`config.mk`:
```
export PLATFORM = sky130hd
export DESIGN_NAME = input_conditioner
export DESIGN_NICKNAME = d
export VERILOG_FILES = /design/src/rtl/input_conditioner.sv
export SDC_FILE = /design/constraint.sdc
export NUM_CORES = 1
export LEC_CHECK = 0
export ABC_AREA = 0
export BUFFER_PORTS_ARGS = -buffer_cell sky130_fd_sc_hd__clkbuf_2
export CAP_MARGIN = 20
export CORE_UTILIZATION = 45
export CTS_BUF_LIST = sky130_fd_sc_hd__clkbuf_4
export CTS_CLUSTER_SIZE = 30
export DETAILED_ROUTE_END_ITERATION = 8
export PLACE_DENSITY = 0.76
export SYNTH_ARGS = -nofsm -noshare
export SYNTH_HDL_FRONTEND = slang
export SYNTH_SLANG_ARGS = --single-unit
export TNS_END_PERCENT = 20
```
`constraint.sdc`:
```
create_clock -name clk -period 1.9 [get_ports clk]
set_input_delay 0.19 -clock clk [delete_from_list [all_inputs] [get_ports clk]]
set_output_delay 0.19 -clock clk [all_outputs]
set_load 0.005 [all_outputs]
```
`src/rtl/input_conditioner.sv`:
```
// -----------------------------------------------------------------------------
// input_conditioner
//
// Cleans up raw switch/button pins before the game state machine sees them.
// Every channel passes through three stages:
//   1. a SYNC_STAGES-deep metastability synchroniser, clocked every cycle;
//   2. a debounce counter that advances only on sample ticks. It accepts a
//      new level after DEB_COUNT consecutive ticks that disagree with the
//      current level;
//   3. registered one-cycle rise/fall pulses that line up with the level change.
//
// Ports:
//   clk        in   system clock
//   reset      in   asynchronous, active-high reset (clears every flop)
//   tick_in    in   sample strobe, one clk wide (may be held high)
//   raw_in     in   [N_CH] asynchronous raw pin levels
//   level_out  out  [N_CH] debounced level per channel
//   rise_out   out  [N_CH] one-cycle pulse on each 0->1 of level_out
//   fall_out   out  [N_CH] one-cycle pulse on each 1->0 of level_out
//   stable_out out  high when no channel has a pending change
// -----------------------------------------------------------------------------
module input_conditioner #(
  parameter int N_CH        = 8,
  parameter int SYNC_STAGES = 2,
  parameter int DEB_COUNT   = 4
) (
  input  logic            clk,
  input  logic            reset,
  input  logic            tick_in,
  input  logic [N_CH-1:0] raw_in,
  output logic [N_CH-1:0] level_out,
  output logic [N_CH-1:0] rise_out,
  output logic [N_CH-1:0] fall_out,
  output logic            stable_out
);

  // The counter only ever holds 0..DEB_COUNT-1. Reaching the last value on a
  // disagreeing tick commits the toggle, so the counter can never wrap.
  localparam int            CW       = $clog2(DEB_COUNT + 1);
  localparam logic [CW-1:0] CNT_LAST = CW'(DEB_COUNT - 1);

  // Synchroniser chain: r_sync[0] samples the pin, r_sync[SYNC_STAGES-1] is
  // the clean version that the debouncer uses.
  logic [N_CH-1:0] r_sync [SYNC_STAGES];
  logic [N_CH-1:0] w_sync;
  logic [N_CH-1:0] w_ch_idle;

  always_ff @(posedge clk or posedge reset) begin
    if (reset) begin
      for (int s = 0; s < SYNC_STAGES; s++) begin
        r_sync[s] <= '0;
      end
    end else begin
      r_sync[0] <= raw_in;
      for (int s = 1; s < SYNC_STAGES; s++) begin
        r_sync[s] <= r_sync[s-1];
      end
    end
  end

  assign w_sync = r_sync[SYNC_STAGES-1];

  generate
    for (genvar gi = 0; gi < N_CH; gi++) begin : g_ch
      logic [CW-1:0] r_cnt;
      logic          r_level;
      logic          r_rise;
      logic          r_fall;
      logic          w_differ;

      assign w_differ = w_sync[gi] ^ r_level;

      always_ff @(posedge clk or posedge reset) begin
        if (reset) begin
          r_cnt   <= '0;
          r_level <= 1'b0;
          r_rise  <= 1'b0;
          r_fall  <= 1'b0;
        end else begin
          // Pulses last one cycle unless a toggle re-arms them below.
          r_rise <= 1'b0;
          r_fall <= 1'b0;
          if (tick_in) begin
            if (!w_differ) begin
              // Any agreeing tick throws away partial progress.
              r_cnt <= '0;
            end else if (r_cnt == CNT_LAST) begin
              r_cnt   <= '0;
              r_level <= ~r_level;
              // The pulse is registered with the new level, so it is high
              // during the first cycle that level_out shows the new value.
              r_rise  <= ~r_level;
              r_fall  <= r_level;
            end else begin
              r_cnt <= r_cnt + CW'(1);
            end
          end
        end
      end

      assign level_out[gi] = r_level;
      assign rise_out[gi]  = r_rise;
      assign fall_out[gi]  = r_fall;
      assign w_ch_idle[gi] = (r_cnt == '0) && !w_differ;
    end
  endgenerate

  // Driven only by flops, so there is no combinational path from raw_in.
  assign stable_out = &w_ch_idle;

endmodule

```
# == After elaboration in Yosys (flattened, before gate mapping) ==
# Index checks and enable logic that the tools add are counted.
# Widths: inputs -> output; s select.
# word_totals
output_inout_bits,25
register_bits,64
inputBits,11
# classes
mux,64
eq_ne,8
add_sub_neg,8
bitwise_logic,16
reduce_logical,33
# op_table
cell,count
$mux 1,48
$mux 3,16
$add 3x1->3 const B,8
$eq 3x2->1 const B,8
$logic_not 3->1,8
$reduce_and 3->1,8
$logic_and 1x1->1,8
$logic_not 1->1,8
$not 1->1,8
$reduce_and 8->1,1
$xor 1x1->1,8

# == Logic depth before layout (Yosys ltp) ==
# logic_depth
ltp_word,4
mapped_depth,5
ltp_nobuf,5

# == Worst setup path before layout ==
# OpenSTA, ideal clock, no wires.
# synth_path
path_kind,register -> output
startpoint,register g_ch[3].r_cnt[0]
endpoint,output stable_out
arrival_ns,1.147
path_slack_ns,0.563
path_stages_with_launch,6
cell_sequence,dfrtp_1 > inv_1 > ha_1 > nor4bb_1 > nand4_1 > nor3_1
# synth_via
elab_chain_cells,3
# synth_lines
item,line,source
"start, declared",65,logic [CW-1:0] r_cnt;
"start signal, assigned",95,r_cnt <= r_cnt + CW'(1);
$logic_not 3->1,104,assign w_ch_idle[gi] = (r_cnt == '0) && !w_differ;
$logic_and 1x1->1,104,
$reduce_and 8->1,109,assign stable_out = &w_ch_idle;
"end, declared",34,output logic stable_out
# No other way between the ends.

# == Worst setup path after layout ==
# layout_path
startpoint,register g_ch[2].r_cnt[1]
endpoint,output stable_out
# layout_via
elab_chain_cells,3
# layout_lines
item,line
"start, declared",65
"start signal, assigned",95
$logic_not 3->1,104
$logic_and 1x1->1,104
$reduce_and 8->1,109
# No other way between the ends.

==> impl_metrics.env <==
export IMPL_dr_total_vias=1734
export IMPL_global_route_usage_met2=0.265
export IMPL_power_frac_seq=0.441
export IMPL_synth_fp_nets=265
export IMPL_die_h_um=81.6
export IMPL_yosys_register_bits=64
export IMPL_viasPerCell=4.83
export IMPL_dpl_instance_area_sq_um=2970
export IMPL_layout_common_cells="dfrtp_1 (64), clkbuf_2 (34), inv_1 (16), nor3b_1 (16)"
export IMPL_grt_busiest_layer="met2"
export IMPL_p_total_mw=4.19
export IMPL_grt_max_degree=65
export IMPL_netlist_top_cells_area="dfrtp_1 (56%), ha_1 (7.0%), buf_4 (6.8%)"
export IMPL_finish_net_count=306
export IMPL_pint_mw=2.86
export IMPL_synth_sequential_area_ratio=0.562
export IMPL_tritoncts="built"
export IMPL_setup_repair_after_global_routing_missed_its_margin="true"
export IMPL_n_antenna_cell=0
export IMPL_final_util=0.551
export IMPL_clock_skew_ns=0.0104
export IMPL_switching_share=0.318
export IMPL_use_met1=0.161
export IMPL_grt_pass1_vias=1777
export IMPL_mean_instance_size_in_the_synthesized_netlist_sq_um=12.0
export IMPL_worst_vdd_rail_ir_drop_mv=0.577
export IMPL_slew_limit_headroom=0.734
export IMPL_ios=36
export IMPL_cts_sinks=64
export IMPL_die_w_um=81.6
export IMPL_avgRoutedWirePerCell_um=12.3
export IMPL_min_delay_start="tick_in"
export IMPL_drc_errors=0
export IMPL_root_buffer="clkbuf_4"
export IMPL_drv_cap=0
export IMPL_worst_hold_path_endpoint="g_ch[7].r_cnt[1]"
export IMPL_drt_antenna_violating_nets=0
export IMPL_power_net_switching_mw=1.33
export IMPL_pwr_share_comb=0.349
export IMPL_dieArea_sq_um=6660
export IMPL_max_clock_path_buffers=2
export IMPL_cts_htree_levels=3
export IMPL_num_rows=28
export IMPL_totalNegativeSetupSlack_ns=0
export IMPL_report_final_setup_viol=0
export IMPL_grt_antenna_before_repair=0
export IMPL_globalRouteMet3Util=0.0511
export IMPL_reg2reg_setup_slack_ns=0.35
export IMPL_hold_path_depth=4
export IMPL_maxClockFrequency_mhz=534
export IMPL_post_synth_num_cell_types=30
export IMPL_most_common_cell_after_layout_fill_and_taps_aside="dfrtp_1"
export IMPL_areaGrowthSynthToFinish_pct=16.5
export IMPL_post_route_min_period_ns=1.87
export IMPL_gp_congestion=0.723
export IMPL_detailedPlacementHpwl_mm=2.88
export IMPL_hold_viol_final=0
export IMPL_startpoint_type_of_the_worst_setup_path="register"
export IMPL_drt_pass1_iter_count=4
export IMPL_grt_first_pass_wirelength_mm=7.36
export IMPL_gr_usage_all_layers=0.151
export IMPL_worstSkewPairLatency_ns=0.39
export IMPL_required_arrival_time_at_the_worst_endpoint_ns=1.71
export IMPL_placeableCoreArea_sq_um=6030
export IMPL_post_route_standard_cell_area_excluding_fillers_sq_um=3320
export IMPL_io_buffers=35
export IMPL_clk_pin_slew_ns=0.10
export IMPL_power_per_cell_area_nw_per_um2=1260
export IMPL_route_final_wire_length_mm=4.43
export IMPL_worstRegToRegCells=6
export IMPL_layout_worst_path_cycle_share=0.986
export IMPL_worstPathArrival_ns=1.68
export IMPL_r2r_start="g_ch[7].r_cnt[0]"
export IMPL_hold_path_class="input port to register"
export IMPL_syn_area_sq_um=2850
export IMPL_detailed_router_s_first_iteration_violation_count=82
export IMPL_worst_slew_pin_transition_ns=0.399
export IMPL_cts_made_buffers=9
export IMPL_final_layout_size_suffix_gt1_frac=0.310
export IMPL_p_clk_frac=0.210
export IMPL_path_max_fanout=2
export IMPL_synthCells=238
export IMPL_report_final_slew_viol_count=0
export IMPL_netlist_area_leader_share=0.562
export IMPL_initial_core_util=0.473
export IMPL_worst_r2r_endpoint="g_ch[7].r_level"
export IMPL_power_static_leakage_nw=1.61
export IMPL_synth_warnings=0
export IMPL_overflow=0
export IMPL_setup_worst_path_end_class="output pin"
export IMPL_status="completed"
export IMPL_crit_type="register to output pin"
export IMPL_largest_area_contributor_in_the_synthesized_netlist="dfrtp_1"
==> critical path, stage by stage (launching register included) <==
cell and delay (ns):
dfrtp_1 0.40, inv_2 0.08, ha_4 0.12, nor4bb_4 0.28, nand4_1 0.13, nor3_2 0.14, buf_2 0.14
==> how the worst max path moves through the flow <==
stage | endpoint | startpoint | slack [ns] | cells after the start
after global routing | stable_out | g_ch[2].r_cnt[0] | -0.09 | 6
after global placement | stable_out | g_ch[2].r_cnt[0] | 0.30 | 6
final | stable_out | g_ch[2].r_cnt[1] | 0.03 | 6
after detailed placement | stable_out | g_ch[2].r_cnt[0] | 0.25 | 6
after floorplan | g_ch[0].r_cnt[0] | reset | 0.11 | 1
after CTS | stable_out | g_ch[7].r_cnt[0] | -0.08 | 6
==> cell families (layout without fill, tap and decap cells) <==
family | Yosys count | in the layout | share of synthesized area
adder cells (fa/ha/maj) | 16 | 16 | 0.0702
AND/OR/NAND/NOR | 64 | 64 | 0.144
XOR/XNOR | 8 | 8 | 0.0246
flip-flops | 64 | 64 | 0.562
AO/OA/AOI/OAI | 28 | 28 | 0.0614
multiplexers | 8 | 8 | 0.0369
buffers and inverters | 50 | 96 | 0.101
==> metrics by stage <==
stage               setup WS [ns]  hold slack [ns]  instances
global route              -0.0861            0.326        359
global placement            0.296            0.261        325
finish                     0.0264            0.330        359
floorplan                   0.112            0.221        238
CTS                       -0.0811            0.304        355
detailed placement          0.251            0.269        325
==> registers in the layout (all words and copies together) (netlist names) <==
register and cells:
g_ch.r_cnt 24, g_ch.r_fall 8, g_ch.r_level 8, g_ch.r_rise 8, r_sync 8, w_sync 8
==> what timing repair did <==
item / in CTS / in global routing
hold buffers: 9 / 0
setup endpoints to repair: 1 / 1
pin swaps: 3 / 4
gates resized for setup: 9 / 6
gates cloned: 0 / 0
endpoints found under the hold margin: 72 / 0
buffers inserted: 5 / 4
==> per-layer routing <==
| metal | wire, um | vias to the layer above |
|---|---|---|
| li1 | - | 859 |
| met1 | 1950 | 836 |
| met2 | 2240 | 32 |
| met3 | 172 | 7 |
| met4 | 70 | 0 |
| met5 | 0 | - |
==> power groups by stage <==
| stage | logic (mW) | registers [mW] | clock network, mW |
|---|---|---|---|
| 3_5_place_dp | 1.21 | 1.87 | 0 |
| 3_3_place_gp | 1.16 | 1.86 | 0 |
| 5_1_grt | 1.65 | 1.89 | 0.966 |
| 2_1_floorplan | 0.991 | 1.82 | 0 |
| 4_1_cts | 1.37 | 1.85 | 0.904 |
| 6_report | 1.46 | 1.85 | 0.879 |
==> cell type report <==
| class | instances | area [sq um] |
|---|---|---|
| Fill cell | 500 | 2700 |
| Multi-Input combinational cell | 124 | 1030 |
| Sequential cell | 64 | 1600 |
| Clock buffer | 11 | 82.6 |
| Tap cell | 75 | 93.8 |
| Clock inverter | 5 | 47.5 |
| Timing Repair Buffer | 59 | 390 |
| Inverter | 21 | 78.8 |
==> cells in the mapped netlist <==
master / n
nand2_1: 12
nand3_1: 1
nor2b_1: 3
and4b_1: 1
nor3b_1: 16
nand2b_1: 5
clkbuf_1: 1
o21ai_0: 4
nor4bb_1: 2
nor2_1: 4
nand3b_1: 4
and2_1: 4
ha_1: 16
mux2_1: 3
inv_1: 21
a21o_1: 4
nand2_2: 3
mux2_4: 4
mux2_2: 1
o21ai_1: 4
nor3_1: 1
nand3_2: 4
dfrtp_1: 64
o21a_1: 4
xnor2_1: 8
buf_4: 26
buf_2: 2
nand4_1: 3
o22ai_1: 12
nor4b_1: 1
Power figures use the tool's default switching activity.
